===== config.mk =====
export PLATFORM = sky130hd
export DESIGN_NAME = ro_burst_responder
export DESIGN_NICKNAME = d
export VERILOG_FILES = /design/src/rtl/ro_burst_responder.sv
export SDC_FILE = /design/constraint.sdc
export NUM_CORES = 1
export LEC_CHECK = 0
export ABC_AREA = 1
export CORE_AREA = 2 2 305 307
export CTS_CLUSTER_DIAMETER = 150
export DETAILED_ROUTE_END_ITERATION = 6
export DIE_AREA = 0 0 307 309
export PLACE_DENSITY = 0.65
export REMOVE_ABC_BUFFERS = 1
export SYNTH_ARGS = -nofsm -noshare
export SYNTH_HDL_FRONTEND = slang
export SYNTH_SLANG_ARGS = --single-unit

===== constraint.sdc =====
create_clock -name clk -period 16.3 [get_ports clk]
set_input_delay 3.26 -clock clk [delete_from_list [all_inputs] [get_ports clk]]
set_output_delay 3.26 -clock clk [all_outputs]
set_load 0.01 [all_outputs]

===== src/rtl/ro_burst_responder.sv =====
// ro_burst_responder: responder end of the RO-stage burst-read interface.
// Takes one burst request, fetches each 64-byte line that covers the burst
// (never more than one line read in flight), and returns every 32-bit word
// as its own response tagged with its position in the burst.
module ro_burst_responder #(
   parameter int unsigned TILE_ID         = 0,
   parameter int unsigned LINE_BYTES      = 64,
   parameter type         task_t          = logic [63:0],
   parameter type         subtype_t       = logic [3:0],
   parameter type         cq_slice_slot_t = logic [5:0]
) (
   input  logic                      clk,
   input  logic                      rst,
   input  logic                      req_valid,
   output logic                      req_ready,
   input  logic [31:0]               req_addr,
   input  logic [7:0]                req_len,
   input  logic [2:0]                req_size,
   input  task_t                     req_task,
   input  subtype_t                  req_subtype,
   input  cq_slice_slot_t            req_cq_slot,
   input  logic                      req_mark_last,
   output logic                      mem_arvalid,
   input  logic                      mem_arready,
   output logic [31:0]               mem_araddr,
   input  logic                      mem_rvalid,
   output logic                      mem_rready,
   input  logic [8*LINE_BYTES-1:0]   mem_rdata,
   output logic                      out_valid,
   input  logic                      out_ready,
   output task_t                     out_task,
   output logic [31:0]               out_data,
   output logic [7:0]                out_word_id,
   output subtype_t                  out_subtype,
   output cq_slice_slot_t            out_cq_slot,
   output logic                      out_last,
   output logic                      err_size
);

   localparam int unsigned WORDS = LINE_BYTES / 4;

   typedef enum logic [1:0] {IDLE, ISSUE, WAIT, EMIT} state_t;

   state_t         state_q, state_d;
   logic [25:0]    line_q, line_d;
   logic [3:0]     off_q, off_d;
   logic [7:0]     wid_q, wid_d;
   logic [8:0]     left_q, left_d;
   logic [31:0]    line_buf_q [WORDS];
   logic [31:0]    line_buf_d [WORDS];
   task_t          task_q, task_d;
   subtype_t       sub_q, sub_d;
   cq_slice_slot_t slot_q, slot_d;
   logic           mark_q, mark_d;
   logic           err_q, err_d;
   logic           live;
   logic           unused_ok;

   // Word-address low bits and the debug tile index do not affect behaviour.
   assign unused_ok = ^{req_addr[1:0], (TILE_ID == 32'd0)};

   // While reset is asserted every output reads as zero.
   assign live = !rst;

   // Next-state and datapath updates for the accept/issue/wait/emit sequence
   always_comb begin
      state_d    = state_q;
      line_d     = line_q;
      off_d      = off_q;
      wid_d      = wid_q;
      left_d     = left_q;
      line_buf_d = line_buf_q;
      task_d     = task_q;
      sub_d      = sub_q;
      slot_d     = slot_q;
      mark_d     = mark_q;
      err_d      = err_q;
      case (state_q)
         IDLE: begin
            if (req_valid) begin
               task_d = req_task;
               sub_d  = req_subtype;
               slot_d = req_cq_slot;
               mark_d = req_mark_last;
               line_d = req_addr[31:6];
               off_d  = req_addr[5:2];
               wid_d  = '0;
               left_d = {1'b0, req_len} + 9'd1;
               // Odd sizes are flagged but still served as 32-bit beats.
               if (req_size != 3'd2) begin
                  err_d = 1'b1;
               end
               state_d = ISSUE;
            end
         end
         ISSUE: begin
            if (mem_arready) begin
               state_d = WAIT;
            end
         end
         WAIT: begin
            if (mem_rvalid) begin
               for (int unsigned k = 0; k < WORDS; k++) begin
                  line_buf_d[k] = mem_rdata[32*k +: 32];
               end
               state_d = EMIT;
            end
         end
         EMIT: begin
            if (out_ready) begin
               wid_d  = wid_q + 8'd1;
               left_d = left_q - 9'd1;
               off_d  = off_q + 4'd1;
               if (left_q == 9'd1) begin
                  state_d = IDLE;
               end else if (off_q == 4'hF) begin
                  line_d  = line_q + 26'd1;
                  state_d = ISSUE;
               end
            end
         end
         default: state_d = IDLE;
      endcase
   end

   // Control and request-context registers with synchronous reset
   always_ff @(posedge clk) begin
      if (rst) begin
         state_q <= IDLE;
         line_q  <= '0;
         off_q   <= '0;
         wid_q   <= '0;
         left_q  <= '0;
         task_q  <= '0;
         sub_q   <= '0;
         slot_q  <= '0;
         mark_q  <= 1'b0;
         err_q   <= 1'b0;
      end else begin
         state_q <= state_d;
         line_q  <= line_d;
         off_q   <= off_d;
         wid_q   <= wid_d;
         left_q  <= left_d;
         task_q  <= task_d;
         sub_q   <= sub_d;
         slot_q  <= slot_d;
         mark_q  <= mark_d;
         err_q   <= err_d;
      end
   end

   // Line buffer holds fetched data only; its contents after reset are unused.
   always_ff @(posedge clk) begin
      line_buf_q <= line_buf_d;
   end

   // Outputs decode purely from registered state, forced low during reset
   always_comb begin
      req_ready   = live && (state_q == IDLE);
      mem_arvalid = live && (state_q == ISSUE);
      mem_araddr  = live ? {line_q, 6'b0} : '0;
      mem_rready  = live && (state_q == WAIT);
      out_valid   = live && (state_q == EMIT);
      out_task    = live ? task_q : '0;
      out_data    = live ? line_buf_q[off_q] : '0;
      out_word_id = live ? wid_q : '0;
      out_subtype = live ? sub_q : '0;
      out_cq_slot = live ? slot_q : '0;
      out_last    = live && mark_q && (left_q == 9'd1);
      err_size    = live && err_q;
   end

endmodule


Word-level counts from Yosys, hierarchy flattened
Cells that the tools add are included.
- output and inout port bits: 152
- logic and storage cells: 92
- flip-flop bits (word level): 637
- bitwise gates (word level): 1
- equality and inequality tests: 13
- $add $sub $neg: 5
- reductions and logical operators: 16
- order comparisons: 1
- multiplexer cells: 30
- operators with widths (kind ; number):
    binary-select mux 32 bit (select 4 bit) ; 1
    2-to-1 mux 32 bit ; 4
    2-to-1 mux 26 bit ; 4
    2-to-1 mux 64 bit ; 1
    one-hot mux 26 bit (2 select lines) ; 1
    adder 26 x 1 -> 26 bit (second input constant) ; 1
    2-to-1 mux 8 bit ; 3
    2-to-1 mux 9 bit ; 2
    one-hot mux 9 bit (2 select lines) ; 1
    one-hot mux 8 bit (2 select lines) ; 1
    2-to-1 mux 2 bit ; 6
    2-to-1 mux 4 bit ; 3
    inequality test 2 bit (second input constant) ; 6
    AND reduction 5 bit ; 2
    adder 8 x 1 -> 9 bit (second input constant) ; 1
    == test 9 x 1 -> 1 bit (second input constant) ; 1
    subtractor 9 x 1 -> 9 bit (second input constant) ; 1
    adder 8 x 1 -> 8 bit (second input constant) ; 1
    one-hot mux 2 bit (4 select lines) ; 1
    one-hot mux 4 bit (2 select lines) ; 1
    logical AND 1 bit ; 7
    2-to-1 mux 6 bit ; 1
    AND reduction 3 bit ; 2
    >= comparator 5 bit (second input constant) ; 1
    11 further kinds ; 13

Logic depth before layout (Yosys ltp)
- depth in word-level cells: 5
- gate-level depth with buffers: 11
- gate-level depth less buffers: 10

Worst setup path after synthesis
Ideal clock, no wire load.
- path kind: input to register
- from: input mem_rvalid
- to: register line_buf_q[0] (netlist bit) (enable)
- cell stages on the path: 2
- required time: 15.441 ns
- slack: 2.329 ns
- arrival: 13.112 ns
- path through: nand2_1 > inv_1
- cells in the longest elaborated chain, start to end: 1
- RTL lines (item ; RTL line ; source):
    start, declared ; 26 ; input logic mem_rvalid,
    AND reduction 2 bit (no line) ; n/a ;
    end signal, assigned ; 155 ; line_buf_q <= line_buf_d;
    end, declared ; 49 ; logic [31:0] line_buf_q [WORDS];
No other way between the ends.
A chain may end at the register's enable or synchronous reset.

Worst setup path after layout
- from: input rst
- to: output out_valid
- cells in the longest elaborated chain, start to end: 2
- RTL lines (item ; RTL line ; source):
    start, declared ; 13 ; input logic rst,
    logical NOT 1 bit ; 63 ; assign live = !rst;
    logical AND 1 bit ; 164 ; out_valid = live && (state_q == EMIT);
    end, declared ; 29 ; output logic out_valid,
No other way between the ends.

==> results.cfg <==
[clocking]
cts.clk_slew.worst_paths_ps = 60
hold_buffers = 0
cts_tree = yes
cts_resized = 0
cts_buffers = 73
cts.sinks = 637
postCtsSetupBuffers = 0
clock_path_buffers = 3
cts_root_buf = clkbuf_16
htreeDepth = 3
clk_latency_ps = 650

[min_path]
min_path_cells = 2
holdCritPathClass = register to register
hold_start = task_q[62]
min_to = task_q[62]

[power_and_ir_drop]
combPwrFrac_pct = 33.4
power_frac_clock_pct = 29.0
p_leak_nw = 13.91
power_frac_seq_pct = 37.5
swShare_pct = 35.47
p_per_area_nw_per_um2 = 147.9
vdd.ir_drop.worst_uv = 97.49
power_mw = 5.677
p_int_mw = 3.663
switching_power_mw = 2.014

[worst_setup_path]
rr_startpoint = state_q[0]
startpoint_type = input port
critPathCaptureType = primary output
r2r_slack_ps = 12770
r2r_end = line_buf_q[252]
cp.arrival_ps = 5990
worstPathMaxFanout = 87
ff2ff_path_depth = 6
crit_required_ps = 13040
critical_path_class = input port to primary output

[final_layout]
postLayoutCellArea_um2 = 38390
utilization_pct = 42.01
area_delta_synth_final_pct = 40.79
nets = 4174
final_cell_mix = clkdlybuf4s50_1, nor2_1, edfxtp_1
drive_gt1_share_pct = 4.412
fin_cells = 4783
final_common_cell = clkdlybuf4s50_1

[placement]
port_buffers = 779
gp_congestion = 0.8699
placed_cell_area_um2 = 36000
dp_cells = 4638
dp_slack_ps = 7076
dpl.hpwl_mm = 63.27

[detailed_routing]
wl_met2_mm = 44.92
drcViolationCount = 0
wl_met1_mm = 34.50
wl_met3_mm = 9.034
dr.first_iter.drc_count = 1883
drtPass1Iterations = 7
ant_nets = 0
wl_per_cell_um = 19.10
vias = 21970
drt-total-wl_mm = 91.37
viasPerCell = 4.594
routed.top_layer = met5

[floorplan]
rows = 111
coreArea_um2 = 91390
dieHeight_um = 309
die-area_um2 = 94860
start_util_pct = 29.84
die_w_um = 307
ios = 788

[sta]
rsz0062_at_grt = no
max_clock_freq_mhz = 108.1
fin_ws_ps = 7049
hold_viol_final = 0
finalCritPeriodShare_pct = 56.75
setup_viol = 0
whs_ps = 455.4
tightest_slew_ps = 1098
clock_skew_ps = 26.31
drv_slew = 0
finalCriticalPeriod_ps = 9251
fin_tns_setup_ps = 0
maxSlewHeadroom_pct = 26.83

[global_route]
grt_pass1_vias = 21160
grt_use_total_pct = 18.49
grt_pass1_wl_mm = 130.3
grt.overflow.total = 0
grt_max_degree = 174
antenna_found_initial = 26

[synthesis]
syn-cell-area_um2 = 27270
netlist-cell-type-count = 36
syn_area_per_cell_um2 = 9.728
synth.yosys.seq_area_share_pct = 65.56
syn_inst = 2803
synth.top_cell.area_share_pct = 56.39
ys_warn_count = 0
yosys-top-cells-area = edfxtp_1, nor2_1, dfxtp_1, o21ai_0, nand2_1
synth_top_area_cell = edfxtp_1
synth_seq_cells = 637

[run]
max_cap_violations = 0

[run_status]
status = complete, no violations
-- final cells by class --
cell class / instances / area [µm²]
fill: 8778 / 52990
sequential: 637 / 17890
timing repair buffer: 806 / 8014
multi-input combinational: 1783 / 7752
clock buffer: 94 / 1958
tap: 1186 / 1484
inverter: 226 / 863.3
clock inverter: 35 / 390.4
antenna: 16 / 40.04
-- power groups by stage --
| stage | sequential, mW | clock, mW | combinational (mW) |
|---|---|---|---|
| CTS | 2.13 | 1.69 | 1.93 |
| global route | 2.16 | 1.75 | 2.12 |
| detailed placement | 2.17 | 0 | 1.92 |
| finish | 2.13 | 1.65 | 1.90 |
| floorplan | 2.31 | 0 | 1.02 |
| global placement | 2.16 | 0 | 1.90 |
-- worst max path at each step --
stage                     slack (ps)        from       endpoint
after global routing            6880         rst      out_valid
after CTS                       7070         rst      out_valid
after global placement          7100         rst      out_valid
after floorplan                 2330  mem_rvalid  line_buf_q[0]
final                           7050         rst      out_valid
after detailed placement        7080         rst      out_valid
-- synthesized netlist by cell type --
cell,instances
buf_4,24
xor2_1,3
nor3_1,6
conb_1,1
xnor2_1,1
a21oi_1,86
nor2_1,692
nand4_1,5
nor2_2,3
a31oi_1,2
buf_6,10
clkbuf_1,73
nand2_2,3
nand3b_4,1
o21ai_0,294
o211ai_1,3
nand3_1,198
ha_1,11
a211oi_1,1
or2_1,1
o22ai_1,3
nor2_4,2
nor3b_1,2
buf_2,37
edfxtp_1,512
inv_1,217
buf_1,17
o21ai_1,67
and2_1,2
o21a_1,1
inv_2,9
a21oi_2,1
clkbuf_2,1
nand2_1,388
nand3_2,1
dfxtp_1,125
-- cell families (layout without fill, tap and decap cells) --
logic type / Yosys count / count (layout) / share of synthesized area (%)
flip-flops: 637 / 637 / 65.56
other: 1 / 22 / 0.01375
XOR/XNOR: 4 / 4 / 0.1285
buffers and inverters: 388 / 1161 / 6.121
AO/OA/AOI/OAI: 458 / 458 / 8.489
adder cells (fa/ha/maj): 11 / 11 / 0.5047
AND/OR/NAND/NOR: 1304 / 1304 / 19.18
-- critical path, cell delays in order --
cell	delay [ps]
buf_6	270
buf_4	790
buf_4	670
nor2_1	250
clkdlybuf4s50_1	570
-- flip-flops by register name, indices dropped and copies added, names as in the netlist, 4 cells and up --
signal and cells:
line_buf_q 512, task_q 64, line_q 26, left_q 9, wid_q 8, slot_q 6
off_q 4, sub_q 4
-- routing by layer --
metal  track usage, %  vias to the layer above
met5                0                        -
met4            7.669                       18
met3            6.748                      153
met2            31.92                      853
met1            20.62                    10140
li1                 -                    10810
No activity file was read; power rests on OpenSTA's default activity.
